<file path="config.mk">
export PLATFORM = sky130hd
export DESIGN_NAME = alu_cmd_sequencer
export DESIGN_NICKNAME = d
export VERILOG_FILES = /design/src/rtl/alu_cmd_sequencer.sv
export SDC_FILE = /design/constraint.sdc
export NUM_CORES = 1
export LEC_CHECK = 0
export BUFFER_PORTS_ARGS = -buffer_cell sky130_fd_sc_hd__clkbuf_2
export CAP_MARGIN = 20
export CORE_UTILIZATION = 38
export DETAILED_ROUTE_END_ITERATION = 6
export MAX_ROUTING_LAYER = met4
export PLACE_DENSITY = 0.7
export SLEW_MARGIN = 15
export SYNTH_ARGS = -nofsm -noshare
export SYNTH_HDL_FRONTEND = slang
export SYNTH_SLANG_ARGS = --single-unit
</file>
<file path="constraint.sdc">
create_clock -name CLK -period 1.5 [get_ports CLK]
set_input_delay 0.225 -clock CLK [delete_from_list [all_inputs] [get_ports CLK]]
set_output_delay 0.225 -clock CLK [all_outputs]
set_load 0.1 [all_outputs]
</file>
<file path="src/rtl/alu_cmd_sequencer.sv">
// alu_cmd_sequencer: assembles byte-serial ALU command frames, issues one op, streams result/status bytes
module alu_cmd_sequencer #(
  parameter int         A_WIDTH    = 16,
  parameter int         TIMEOUT    = 15,
  parameter logic [3:0] HDR_NIBBLE = 4'hC
) (
  input  logic               CLK,
  input  logic               RST,
  input  logic [7:0]         RX_DATA,
  input  logic               RX_VALID,
  output logic [A_WIDTH-1:0] ALU_A,
  output logic [A_WIDTH-1:0] ALU_B,
  output logic [3:0]         ALU_FUN,
  output logic               ALU_EN,
  input  logic [A_WIDTH-1:0] ALU_OUT,
  input  logic               ALU_CARRY,
  input  logic               ALU_OUT_VALID,
  output logic [7:0]         TX_DATA,
  output logic               TX_VALID,
  input  logic               TX_READY,
  output logic               BUSY,
  output logic               ERR_HDR,
  output logic               ERR_OVR,
  output logic               ERR_TMO
);
  localparam int NB = A_WIDTH / 8;
  typedef enum logic [2:0] {IDLE, GET_A, GET_B, ISSUE, WAIT, SEND_RES, SEND_STAT, SEND_ERR} state_t;
  state_t state, state_n;
  logic [1:0] cnt;
  logic [7:0] tcnt;
  logic [A_WIDTH-1:0] res;
  logic carry, last, hdr_ok, tmo;
  assign last   = cnt == 2'(NB - 1);
  assign hdr_ok = RX_DATA[7:4] == HDR_NIBBLE;
  assign tmo    = state == WAIT && !ALU_OUT_VALID && tcnt == 8'(TIMEOUT - 1);
  // state register
  always_ff @(posedge CLK)
    state <= RST ? IDLE : state_n;
  // next-state and handshake outputs; TX bytes come straight from the state so reset drops them at once
  always_comb begin
    state_n  = state;
    ALU_EN   = 1'b0;
    TX_VALID = 1'b0;
    TX_DATA  = 8'h00;
    BUSY     = state != IDLE;
    case (state)
      IDLE:      state_n = RX_VALID && hdr_ok ? GET_A : IDLE;
      GET_A:     state_n = RX_VALID && last ? GET_B : GET_A;
      GET_B:     state_n = RX_VALID && last ? ISSUE : GET_B;
      ISSUE: begin
        ALU_EN  = 1'b1;
        state_n = WAIT;
      end
      WAIT:      state_n = ALU_OUT_VALID ? SEND_RES : tmo ? SEND_ERR : WAIT;
      SEND_RES: begin
        TX_VALID = 1'b1;
        TX_DATA  = res[7:0];
        state_n  = TX_READY && last ? SEND_STAT : SEND_RES;
      end
      SEND_STAT: begin
        TX_VALID = 1'b1;
        TX_DATA  = {7'b0, carry};
        state_n  = TX_READY ? IDLE : SEND_STAT;
      end
      SEND_ERR: begin
        TX_VALID = 1'b1;
        TX_DATA  = 8'hEE;
        state_n  = TX_READY ? IDLE : SEND_ERR;
      end
      default:   state_n = IDLE;
    endcase
  end
  // datapath: operands shift in LSB first, result shifts out LSB first, error strobes registered
  always_ff @(posedge CLK) begin
    if (RST) begin
      cnt     <= 2'd0;
      tcnt    <= 8'd0;
      ALU_A   <= '0;
      ALU_B   <= '0;
      ALU_FUN <= 4'h0;
      res     <= '0;
      carry   <= 1'b0;
      ERR_HDR <= 1'b0;
      ERR_OVR <= 1'b0;
      ERR_TMO <= 1'b0;
    end else begin
      ERR_HDR <= state == IDLE && RX_VALID && !hdr_ok;
      ERR_OVR <= RX_VALID && state inside {ISSUE, WAIT, SEND_RES, SEND_STAT, SEND_ERR};
      ERR_TMO <= tmo;
      tcnt    <= state == WAIT ? tcnt + 8'd1 : 8'd0;
      if (state == IDLE && RX_VALID && hdr_ok) ALU_FUN <= RX_DATA[3:0];
      if (state == GET_A && RX_VALID) ALU_A <= A_WIDTH'({RX_DATA, ALU_A} >> 8);
      if (state == GET_B && RX_VALID) ALU_B <= A_WIDTH'({RX_DATA, ALU_B} >> 8);
      if (((state == GET_A || state == GET_B) && RX_VALID) || (state == SEND_RES && TX_READY))
        cnt <= last ? 2'd0 : cnt + 2'd1;
      if (state == WAIT && ALU_OUT_VALID) begin
        res   <= ALU_OUT;
        carry <= ALU_CARRY;
      end else if (state == SEND_RES && TX_READY)
        res <= res >> 8;
    end
  end
endmodule

</file>
Word-level counts from Yosys, hierarchy flattened
Index checks and enable logic that the tools add are counted.
Cells by class
  reductions and logical operators: 24
  $mul: 0
  bitwise gates (word level): 1
  add/subtract/negate cells: 2
  magnitude comparators: 0
  muxes and demuxes: 15
  shift operators: 0
  equal/unequal tests: 10
  div/mod/pow operators: 0
Operator list (number)
  16-bit two-way mux: 2
  3-bit case mux with 8 select lines: 1
  8-bit case mux with 3 select lines: 1
  1-bit logical AND: 14
  3-bit equality test, second input constant: 4
  2-bit two-way mux: 5
  8-bit by 1-bit adder with 8-bit output, second input constant: 1
  8-bit by 4-bit equality test with 1-bit output, second input constant: 1
  3-bit by 2-bit equality test with 1-bit output, second input constant: 2
  3-bit two-way mux: 2
  5-bit nonzero test: 1
  4-bit equality test, second input constant: 1
  1-bit two-way mux: 4
  3-bit by 1-bit equality test with 1-bit output, second input constant: 1
  3-bit zero test: 1
  3-bit nonzero test: 1
  3-bit OR reduction: 1
  2-bit by 1-bit adder with 2-bit output, second input constant: 1
  2-bit by 1-bit equality test with 1-bit output, second input constant: 1
  1-bit zero test: 2
  1-bit logical OR: 2
  2-bit nonzero test: 1
  2-bit OR reduction: 1
  1-bit NOT: 1
Word-level totals
  bits in writable memories: 0
  bits in read-only memories: 0
  word-level logic and storage cells: 63
  latch bits: 0
  memories kept: 0
  flip-flop bits (word level): 69

Depth between registers and ports, before layout
Gate-level depths: netlist of run 1.
  depth in word-level cells: 6
  depth in mapped cells: 7
  gate-level depth less buffers: 5

Worst setup path before layout of run 1
No wires, ideal clock.
  path kind: register to output
  from: reg state[1]
  to: out TX_DATA[0]
  data required time: 1275 ps
  slack: -844 ps
  arrival time: 2119 ps
  cell stages (with the launch flop): 5
  cell sequence: dfxtp_1 -> buf_4 -> nor2b_2 -> a22oi_1 -> nor2b_1
On the way
  word-level cells in the longest chain between the ends: 2
  elaborated cells between the ends (all ways): 4
RTL lines
  start: declaration: line 28  | state_t state, state_n;
  start signal: assignment: line 38  | state <= RST ? IDLE : state_n;
  3-bit equality test: line 46  | case (state)
  8-bit case mux with 3 select lines *: line 46
  end: declaration: line 18  | output logic [7:0] TX_DATA,
Every way passes the cells marked *; elsewhere a longest branch is shown, timed or not.

Worst setup path after layout of run 1
  from: reg state[0]
  to: out TX_DATA[0]
The elaborated chain is that of the path after synthesis.

==> results of run 1 <==
==> cell usage in the layout, fill, tap and decap left out, drive strengths merged, types with 3 or more instances in the layout <==
master,instances
a22oi,9
a211oi,9
mux2i,15
inv,3
a21oi,35
and3,5
nand2,69
nand3,6
xor2,6
nand2b,4
clkbuf,77
nor2,46
nor2b,4
nand3b,3
dfxtp,69
buf,26
==> layout make-up <==
type                    count  area [sq um]  area share [%]
clock buffers               9         123.9           3.204
inverters                   1         3.754         0.09709
flip-flops and latches     69          1388           35.89
multi-input cells         236          1428           36.93
well taps                  99         123.9           3.204
clock inverters             7         72.57           1.877
repair buffers             94         726.9           18.80
==> layer usage <==
metal / track usage, % / up-vias / part of all wire, %
li1: - / 1267 / -
met4: 8.358 / 0 / 1.5
met5: - / - / 0
met2: 27.41 / 62 / 47
met1: 23.49 / 1198 / 45
met3: 6.623 / 9 / 6.6
==> state kept, by name, summed over array words and instances, names as in the netlist <==
register / cells
state: 3
ALU_FUN: 4
ERR_TMO: 1
res: 16
tcnt: 8
ERR_OVR: 1
ERR_HDR: 1
ALU_B: 16
cnt: 2
ALU_A: 16
carry: 1
==> worst reg2reg max path, cell delays in order, from the launching register on <==
cell and delay (ns):
dfxtp_2 0.34, buf_6 0.12, and2b_2 0.21, buf_4 0.15, and2_1 0.16, buf_12 0.15
nand2_1 0.08, a21oi_1 0.06
==> metrics by stage <==
stage               instances  cell area (sq um)
floorplan                 327               2907
global placement          496               3592
detailed placement        496               3592
CTS                       514               3841
global route              515               3866
finish                    515               3866
==> what timing repair did <==
item | 4_1_cts | 5_1_grt
setup endpoints to repair | 29 | 20
pin swaps | 2 | 2
endpoints found under the hold margin | 0 | 0
cloned | 0 | 1
gates resized for setup | 11 | 5
setup buffers | 2 | 0
==> path summary, 6_finish.rpt <==
| kind | from | endpoint |
|---|---|---|
| setup / recovery | state[0] | TX_DATA[0] |
| hold / removal | ALU_OUT[9] | res[9] |
| setup reg to reg | state[0] | ALU_A[9] |
| hold reg to reg | ALU_A[3] | ALU_A[3] |
==> logic make-up (layout without fill, tap and decap cells) <==
family,after synthesis,after routing
XOR/XNOR,8,8
flip-flops,69,69
adder cells (fa/ha/maj),2,2
AND/OR/NAND/NOR,150,151
multiplexers,16,16
AO/OA/AOI/OAI,59,59
buffers and inverters,23,111
==> where the power goes <==
group	total [uW]	switching, uW	internal (uW)
clock	1520	750	772
combinational	174	114	59.6
sequential	1840	3.68	1830
==> results, run 1 <==
- The run finished, with violations left.
- The checks that failed: negative setup slack.
- The number of vias per cell after detailed routing is about 4.9.
- The height of the die is 88.32 microns.
- The post-layout utilization of the core is a little over half.
- The type of element launching the critical path is a flip-flop.
- The longest clock path from root to sink contains 2 buffers.
- The count of buffers from port buffering is 79.
- On the worst path, the slowest cell contributes a delay of about 0.34 ns.
- The floorplan has 31 rows.
- In this run, synthesis inferred 0 flip-flops with an integrated enable.
- The antenna violation net count after detailed routing is 0.
- Counting every sink on the clock net gives 69.
- The standby leakage power is 0.001482 uW.
- The mapped cell area is 2831 sq um.
- The share of synthesized area spent on multiplexers is 5.833%.
- Counting every instance in the synthesized netlist gives around 330.
- The number of hold buffers added after cts is 0.
- The initial utilization of the core area, before any placement, comes to between 30% and 40%.
- Of the total synthesized cell area, the portion taken by full adders, half adders and majority gates is 0.8838%.
- After filler insertion, the fill cell instance count of the layout stands at 680.
- The detailed router finished its first iteration with 130 violations.
- The average instance area after synthesis is 8.659 sq um.
- The floorplan step set the die width to 88.32 microns.
- The maximum clock frequency is 0.5998 GHz.
- Ranked by total cell area, the synthesized netlist is headed by dfxtp_1, nand2_1, a21oi_1, nor2_1, mux2i_1.
- The synthesized netlist net count is 359.
- Across the run, the number of max-cap violations was 0.
- By startpoint and endpoint, the worst setup path is classified as flip-flop to output pin.
- The repair_antennas step left the layout with diodes totalling 0.
- The area growth from synthesis to layout is 36.54%.
- The synthesized netlist devotes 12.55% of its cell area to compound gates.
- The worst-case IR drop observed on VDD is 632.7 uV.
- At the pin with the least slew margin, the transition time is 0.5637 ns.
- The final-report max-slew violation count was 0.
- The portion of the clock cycle consumed by the worst path in the final layout is 111.2%.
- Setup repair after global routing could not meet its margin everywhere.
- At the worst endpoint, the required time is 1.27 ns.
- The critical-path cell with the highest stage delay is dfxtp_2.
- Setup violations remaining at the end of the flow were counted as 10.
- Hold timing on the final database bottoms out at a slack of 0.09938 ns.
- In this run the number of cells on the critical path is 5.
- The final layout net count is 443.
- For the finished layout, the period the worst path requires is 1.667 ns.
- The power density over the cells is a little over 900 nW/um^2.
- The worst slack at placement is -0.05594 ns.
- After detailed routing, the number of remaining DRC violations is 0.
- The final setup skew is 0.01361 ns.
- The dominant combinational cell family by area after synthesis is simple AND/OR/NAND/NOR gates.
- The placeable core region is 7214 sq um.
- The number of buffers and inverters on the critical path is 2.
- The count of yosys warnings during synthesis is 0.
- The first-pass GRT wire length is ~11000 microns.
- Along the worst path, the maximum fanout reaches 3.
- The sort of element at the end of the critical path is an output pin.
- Of the cells placed in the final design, the portion with a size suffix greater than 1 is 33.17%.
- After detailed routing, the average wire length per cell comes to around 13 microns.
- The cell count of the worst hold path is 3.
- The distinct cell type count after synthesis is 42.
- For this run, the total global-route usage over all layers was measured as 18.85%.
- In the post-route analysis, the smallest setup slack over all paths is -0.1673 ns.
- The number of global-route vias before repair is 2351.
- The TritonCTS clock tree is built.
- The hold violation total from the final report is 0.
- Detailed placement ended at an HPWL of 4813 microns.
- Data arrives at the worst endpoint at 1.44 ns.
- For this run, the register share of the synthesized area comes to slightly below 50%.
- Setup slack on the worst reg-to-reg path comes out at 0.11 ns.
- Wires add up to approximately 6800 microns.
- CTS built an H-tree with a depth of 3.
- The number of antenna violations at the first check in global routing was 0.
- Pin placement for this block handled 80 I/O pins.
- The synthesized netlist devotes approximately a quarter of its cell area to simple gates.
- The cell family contributing the most delay on the critical path is flip-flops.
- The synthesized design contains around 70 register bits.
- Clock tree synthesis inserted a total of 9 buffers.
- The final sum of negative setup slack is -0.9773 ns.
- The detailed-routing iteration count for the pre-antenna-repair pass is 4.
- The aggregate global routing overflow is 0.
- For this block, the via count after detailed routing is 2536.
- The floorplan step defined a die boundary enclosing 7800 sq um.
- The kind of path behind the tightest hold check is input pin to flip-flop.
- The congestion estimate from routability-driven global placement came to ~0.8.
- The commonest cells after synthesis are dfxtp_1, nand2_1, nor2_1, a21oi_1, mux2i_1.
- The clock latency at the later pin of the worst-skew pair is 0.36 ns.
- Entering global routing, the biggest net connects 33 pins.
- In the synthesized netlist the async set-or-reset flop fraction comes to 0%.
- The synthesized design spends more area on one cell type than any other, namely dfxtp_1.
- The total power of the final layout is 3534 uW.
- For this run, the leading register cell type out of synthesis is dfxtp_1.
- The share of the synthesized netlist area taken by xor and xnor gates is 2.475%.
- Clock-pin slew was measured on the worst setup and hold paths at 0.08 ns.
- The area share of the leading cell type in the synthesized netlist is 48.78%.
- The root buffer cell chosen for the clock tree is clkbuf_8.
- Traced cell by cell, the critical path runs through buf_6 > and2b_2 > a22oi_2 > nor2b_4 > buf_12.
- The cell count of the worst reg-to-reg path is 7.
- The remaining max-slew budget at the tightest pin is 62.58%.
Power figures use the tool's default switching activity.
==> inputs of run 2 (changes only) <==
--- a/config.mk
+++ b/config.mk
@@ -10,7 +10,7 @@
 export CORE_UTILIZATION = 38
 export DETAILED_ROUTE_END_ITERATION = 6
 export MAX_ROUTING_LAYER = met4
-export PLACE_DENSITY = 0.7
+export PLACE_DENSITY_LB_ADDON = 0.05
 export SLEW_MARGIN = 15
 export SYNTH_ARGS = -nofsm -noshare
 export SYNTH_HDL_FRONTEND = slang
==> results, run 2 (same netlist as run 1, synthesis figures left out) <==
- The data required time at the worst endpoint was 1.27 ns (about the same).
- The die area is 7800 sq um (unchanged).
- The fraction of final layout cells with drive strength greater than 1 is 37.70% (+4.5 points).
- The global placer's final weighted congestion is 0.7931 (+1.6%).
- The count of unresolved DRC violations after routing is 0 (unchanged).
- Leaving out fill and tap cells, the most frequent cells in the layout are clkbuf_2, nand2_1, dfxtp_1.
- Leaving out fill and tap cells, the most frequent cell in the layout is clkbuf_2.
- The instance area at placement is 3640 sq um (+1.3%).
- The root buffer selected by CTS is clkbuf_8.
- The wire length reported by the detailed router is 6827 microns (+0.52%).
- The largest net degree at the start of global routing is 48 (+45%).
- The number of antenna violations at the first check in global routing came to 0 (unchanged).
- The number of vias per cell after detailed routing came to 4.717 (-4.2%).
- The aggregate global routing overflow was 0 (unchanged).
- The final setup skew is 0.006927 ns (-0.006686 ns).
- The worst reg-to-reg setup slack is 0.01 ns (-0.10 ns).
- The placeable core region is 7214 sq um (unchanged).
- The total of max-cap violations is 0 (unchanged).
- The number of setup violations in the final report came to 11 (+1).
- The level count of the clock H-tree is 3 (unchanged).
- The tightest min-delay check is of the input pin to flip-flop type.
- The total power of the final layout came to 3717 uW (+5.2%).
- The post-CTS clock slew at the launch and capture registers of the worst setup and hold paths is 0.07 ns (about the same).
- The cell count after placement is 504 (+1.6%).
- TritonCTS built the clock tree.
- The antenna violation net count after detailed routing is 0 (unchanged).
- The transition at the pin with the smallest max-transition slack is 0.5596 ns (-0.004059 ns).
- The critical-path cell with the highest stage delay is dfxtp_4.
- The worst-case vdd ir drop is 406.7 uV (-36%).
- The standby leakage power came to 0.001618 uW (+9.2%).
- The number of inserted diodes is 0 (unchanged).
- The worst setup path is launched from a flip-flop.
- The via total after detailed routing is 2519 (-0.67%).
- The maximum fanout count along the critical path is 7 (+4).
- The row count is 31 (unchanged).
- The portion of the clock cycle consumed by the worst path in the final layout was 108.1% (-3.0 points).
- The first-pass GRT wire length is 10850 microns (-0.13%).
- The boundary pin count is 80 (unchanged).
- The final routed wire length divided by cell count is 12.78 microns (-3.1%).
- The area taken by multi-input logic gates is 1476 sq um (+3.4%).
- The global routing usage summed across all routing layers was 18.85% (about the same).
- The final critical-path setup slack is -0.1220 ns (+0.04524 ns).
- The maximum clock frequency is 0.6165 GHz (+2.8%).
- The largest registers in the layout are ALU_A (16), ALU_B (16), res (16).
- The count of buffers from port buffering is 79 (unchanged).
- The final-report max-slew violation count is 0 (unchanged).
- The clock latency at the later pin of the worst-skew pair came to 0.34 ns (-0.02 ns).
- The clock tree buffer depth came to 2 (unchanged).
- The worst setup path is captured at an output pin.
- Setup repair after global routing could not meet its margin everywhere.
- The flow ran to the end, but the final reports show violations.
- The hold slack came to 0.1281 ns (+0.02869 ns).
- The minimum clock period is 1.622 ns (-0.04524 ns).
- The horizontal extent of the die is 88.32 microns (unchanged).
- The clock buffer count from CTS is 9 (unchanged).
- The highest cell delay on the worst timing path came to 0.37 ns (+0.03 ns).
- From synthesis to final layout, the design area changed by 45.69%.
- The number of global-route vias before repair was 2214 (-5.8%).
- The start-to-end type of the worst setup path is flip-flop to output pin.
- The number of clock sinks is 69 (unchanged).
- The final layout net count is 462 (+4.3%).
- The non-filler instance count after layout is 534 (+3.7%).
- The hold violation total from the final report is 0 (unchanged).
- The detailed-routing iteration count for the pre-antenna-repair pass is 4 (unchanged).
- The count of filler cells inserted in the layout is 710 (+4.4%).
- The post-route cell area came to 4125 sq um (+6.7%).
- The final reports fail on negative setup slack.
- The effective utilization at floorplan is 39.25% (unchanged).
- The violation count after the first detailed-routing iteration is 68 (-48%).
- The area of all sequential standard cells is 1393 sq um (+0.36%).
- The placed wire-length estimate came to 4598 microns (-4.5%).
- The worst path arrival time is 1.40 ns (-0.04 ns).
- The power density over the cells is 901.0 nW/um^2 (-1.4%).
- The height of the die is 88.32 microns (unchanged).
- The critical path goes through and2b_2 > a22oi_2 > nor2b_4 > buf_12.
- The remaining max-slew budget at the tightest pin was 62.85% (+0.27 points).
## run 2: changes by cell type in the layout (fill, tap and decap cells not counted), moves of 2 or more
cell,before,now
buf_6,1,7
buf_4,10,21
inv_6,2,0
nor2_4,7,12
nor2_1,38,32
dfxtp_2,2,0
dfxtp_4,1,3
## run 2: cell type report
cell class	instances	share of cell area, %
clock inverter	6	2.093
tap	99	3.003
timing repair buffer	113	21.93
sequential	69	33.76
multi-input combinational	236	35.79
inverter	1	0.09099
clock buffer	10	3.336
## run 2: power breakdown
part | switching [uW] | leakage, uW | internal [uW]
clock | 716 | 0.000112 | 978
combinational | 117 | 0.000948 | 70.0
sequential | 4.21 | 0.000558 | 1830
## run 2: final timing paths
kind	to	depth (start not counted)	start
setup / recovery	TX_DATA[0]	4	state[1]
hold / removal	res[15]	3	ALU_OUT[15]
hold reg to reg	ALU_A[7]	2	ALU_A[7]
setup reg to reg	res[0]	6	state[1]
## run 2: per-stage QoR
step	TNS, ns	setup WS (ns)	util (%)
after detailed placement	-0.2494	-0.05745	50.45
after global placement	-0.1167	-0.02748	50.45
final	-0.7028	-0.1220	57.18
after global routing	-1.616	-0.1807	57.18
after floorplan	-0.04455	-0.03816	-
after CTS	-0.9911	-0.1564	56.12
## run 2: worst max-delay path: cells and delay by family, from the launching register on
kind / cells / cell delay [ns]
buffers and inverters: 1 / 0.17
AND/OR/NAND/NOR: 2 / 0.33
AO/OA/AOI/OAI: 1 / 0.19
flip-flops: 1 / 0.37
## run 2: what timing repair did
action	4_1_cts	5_1_grt
hold buffers	0	0
pin swaps	7	6
cloned	1	1
setup buffers	9	3
gates resized for setup	28	12
endpoints found under the setup margin	13	26
## run 2: metal layers
| layer | part of all wire [%] | track usage, % | vias up |
|---|---|---|---|
| met5 | 0 | - | - |
| met4 | 1.6 | 8.944 | 0 |
| met3 | 4.8 | 4.011 | 13 |
| met2 | 44 | 25.45 | 56 |
| met1 | 50 | 26.50 | 1138 |
| li1 | - | - | 1312 |
==> inputs of run 3 (changes only) <==
==> constraint.sdc (replaced) <==
create_clock -name CLK -period 1.72 [get_ports CLK]
set_input_delay 0.258 -clock CLK [delete_from_list [all_inputs] [get_ports CLK]]
set_output_delay 0.258 -clock CLK [all_outputs]
set_load 0.1 [all_outputs]
==> results, run 3 (same netlist as run 1, synthesis figures left out) <==
- The non-filler instance count after layout is 516 (-3.4%).
- The via total after detailed routing is 2469 (-2.0%).
- The final routed wire length divided by cell count is 13.19 microns (+3.2%).
- The kind of path behind the tightest hold check is input pin to flip-flop.
- The global routing usage summed across all routing layers came to 19.07% (+0.22 points).
- The placed wire-length estimate came to 4757 microns (+3.5%).
- The critical path depth in cells is 3 (-1).
- STA classifies the critical path startpoint as a flip-flop.
- The level count of the clock H-tree is 3 (unchanged).
- The die area is 7800 sq um (unchanged).
- The boundary pin count was 80 (unchanged).
- In the layout the commonest cells are nand2_1, clkbuf_2, dfxtp_1.
- The final layout net count is 444 (-3.9%).
- The standby leakage power came to 0.001468 uW (-9.3%).
- For this design, the slowest cell found on the critical path is or3_4.
- The detailed-routing iteration count for the pre-antenna-repair pass is 4 (unchanged).
- The cell count of the worst hold path is 3 (unchanged).
- The number of clock sinks was 69 (unchanged).
- The placeable core region is 7214 sq um (unchanged).
- The row count is 31 (unchanged).
- Walking the worst path, the cells encountered are buf_4 > or3_4 > buf_12.
- The number of vias per cell after detailed routing came to 4.785 (+1.4%).
- The number of buffers and inverters on the critical path is 2 (+1).
- The horizontal extent of the die came to 88.32 microns (unchanged).
- The worst path arrival time is 1.46 ns (+0.06 ns).
- The area of all sequential standard cells is 1390 sq um (-0.18%).
- The clock tree buffer depth is 2 (unchanged).
- The fraction of final layout cells with drive strength greater than 1 was 32.13% (-5.6 points).
- The first-pass GRT wire length is 10970 microns (+1.2%).
- The area growth from synthesis to layout is 33.19%.
- The cell count after placement came to 496 (-1.6%).
- The area taken by multi-input logic gates was 1356 sq um (-8.1%).
- The number of inserted diodes is 0 (unchanged).
- The largest registers in the layout are ALU_A (16), ALU_B (16), res (16).
- The largest net degree at the start of global routing is 25 (-48%).
- The remaining max-slew budget at the tightest pin came to 60.34% (-2.5 points).
- The wire length reported by the detailed router is 6808 microns (-0.28%).
- The number of antenna violations at the first check in global routing is 0 (unchanged).
- The total power of the final layout is 3112 uW (-16%).
- The global placer's final weighted congestion is 0.8139 (+2.6%).
- The height of the die is 88.32 microns (unchanged).
- The aggregate global routing overflow was 0 (unchanged).
- The clock buffer count from CTS is 9 (unchanged).
- The post-CTS clock slew at the launch and capture registers of the worst setup and hold paths came to 0.08 ns (about the same).
- The maximum clock frequency is 0.5822 GHz.
- The violation count after the first detailed-routing iteration is 64 (-5.9%).
- The count of filler cells inserted in the layout was 768 (+8.2%).
- The worst-case vdd ir drop was 362.7 uV (-11%).
- The count of unresolved DRC violations after routing is 0 (unchanged).
- The minimum clock period is 1.718 ns.
- Setup repair after global routing could not meet its margin everywhere.
- By startpoint and endpoint, the worst setup path is classified as flip-flop to output pin.
- The data required time at the worst endpoint is 1.46 ns (+0.19 ns).
- The final-report max-slew violation count is 0 (unchanged).
- The transition at the pin with the smallest max-transition slack is 0.5949 ns (+0.03525 ns).
- The cell type group with the largest total delay on the critical path is simple AND/OR/NAND/NOR gates.
- TritonCTS built the clock tree.
- The flow ran to the end, and the final reports show no timing, DRC or antenna violations.
- The count of buffers from port buffering came to 79 (unchanged).
- The portion of the clock cycle consumed by the worst path in the final layout is roughly 100%.
- The effective utilization at floorplan is 39.25% (unchanged).
- The worst setup path is captured at an output pin.
- The number of hold buffers added after cts is 0 (unchanged).
- The final setup skew is 0.007861 ns (+0.0009343 ns).
- The maximum fanout count along the critical path was 9 (+2).
- The cell count of the worst reg-to-reg path came to 5 (-1).
- The number of global-route vias before repair is 2197 (-0.77%).
- The number of setup violations in the final report is 0 (-11).
- The highest cell delay on the worst timing path was 0.41 ns (+0.04 ns).
- The antenna violation net count after detailed routing is 0 (unchanged).
- The root buffer selected by CTS is clkbuf_8.
- The hold violation total from the final report is 0 (unchanged).
- The clock latency at the later pin of the worst-skew pair came to 0.34 ns (about the same).
- The worst reg-to-reg setup slack came to 0.14 ns (+0.13 ns).
- The power density over the cells is 825.1 nW/um^2 (-8.4%).
- The instance area at placement is 3508 sq um (-3.6%).
- The most common cell after layout, fill and taps aside is nand2_1.
- The post-route cell area was 3771 sq um (-8.6%).
- The worst slack at placement is 0.1231 ns (+0.1806 ns).
- The total of max-cap violations is 0 (unchanged).
- The final critical-path setup slack is 0.002499 ns (+0.1245 ns).
## run 3: cell count changes in the layout (fill, tap and decap cells not counted), moves of 2 or more
cell      previous run  this run
buf_12              16        11
buf_4               21        17
buf_6                7         0
clkinv_2             2         0
nand2_1             67        69
nor2_1              32        38
nor2_2               1         5
nor2_4              12         2
## run 3: worst paths after layout
check,to,start
max,BUSY,state[1]
min reg2reg,ALU_A[4],ALU_A[4]
min,res[15],ALU_OUT[15]
max reg2reg,res[4],state[0]
## run 3: metal layers
layer  part of all wire, %  vias to the layer above  global-route usage, %
li1                      -                     1275                      -
met1                    50                     1127                  26.53
met2                    44                       57                  26.78
met3                   4.4                       10                  3.545
met4                   1.6                        0                  8.358
met5                     0                        -                      -
## run 3: power breakdown
part	leakage (uW)	switching (uW)	internal (uW)	total (uW)
clock	0.0000991	644	719	1360
sequential	0.000558	3.92	1600	1600
combinational	0.000811	97.4	49.7	147
total	0.00147	745	2370	3110
## run 3: metrics by stage
step	TNS (ns)	hold slack, ns	util (%)
CTS	-0.03828	0.1455	51.72
floorplan	-0.9079	0.3811	-
detailed placement	0	0.4488	48.63
finish	0	0.1579	52.27
global placement	0	0.4410	48.63
global route	-0.03623	0.1571	52.27
## run 3: area by class of cell
| class | instances | share of cell area [%] |
|---|---|---|
| sequential | 69 | 36.86 |
| multi-input combinational | 235 | 35.97 |
| timing repair buffer | 96 | 18.25 |
| clock buffer | 10 | 3.650 |
| tap | 99 | 3.285 |
| clock inverter | 6 | 1.891 |
| inverter | 1 | 0.09954 |
## run 3: what timing repair did
item / 4_1_cts / 5_1_grt
endpoints found under the setup margin: 8 / 6
gates resized for setup: 5 / 3
setup buffers: 0 / 4
pin swaps: 0 / 1
cloned: 0 / 0
## run 3: worst register-to-register path: stages (launching register included)
cell and delay, ns:
dfxtp_4 0.38, buf_4 0.18, nor2_8 0.16, and3_4 0.38
mux2i_1 0.25, a211oi_1 0.09
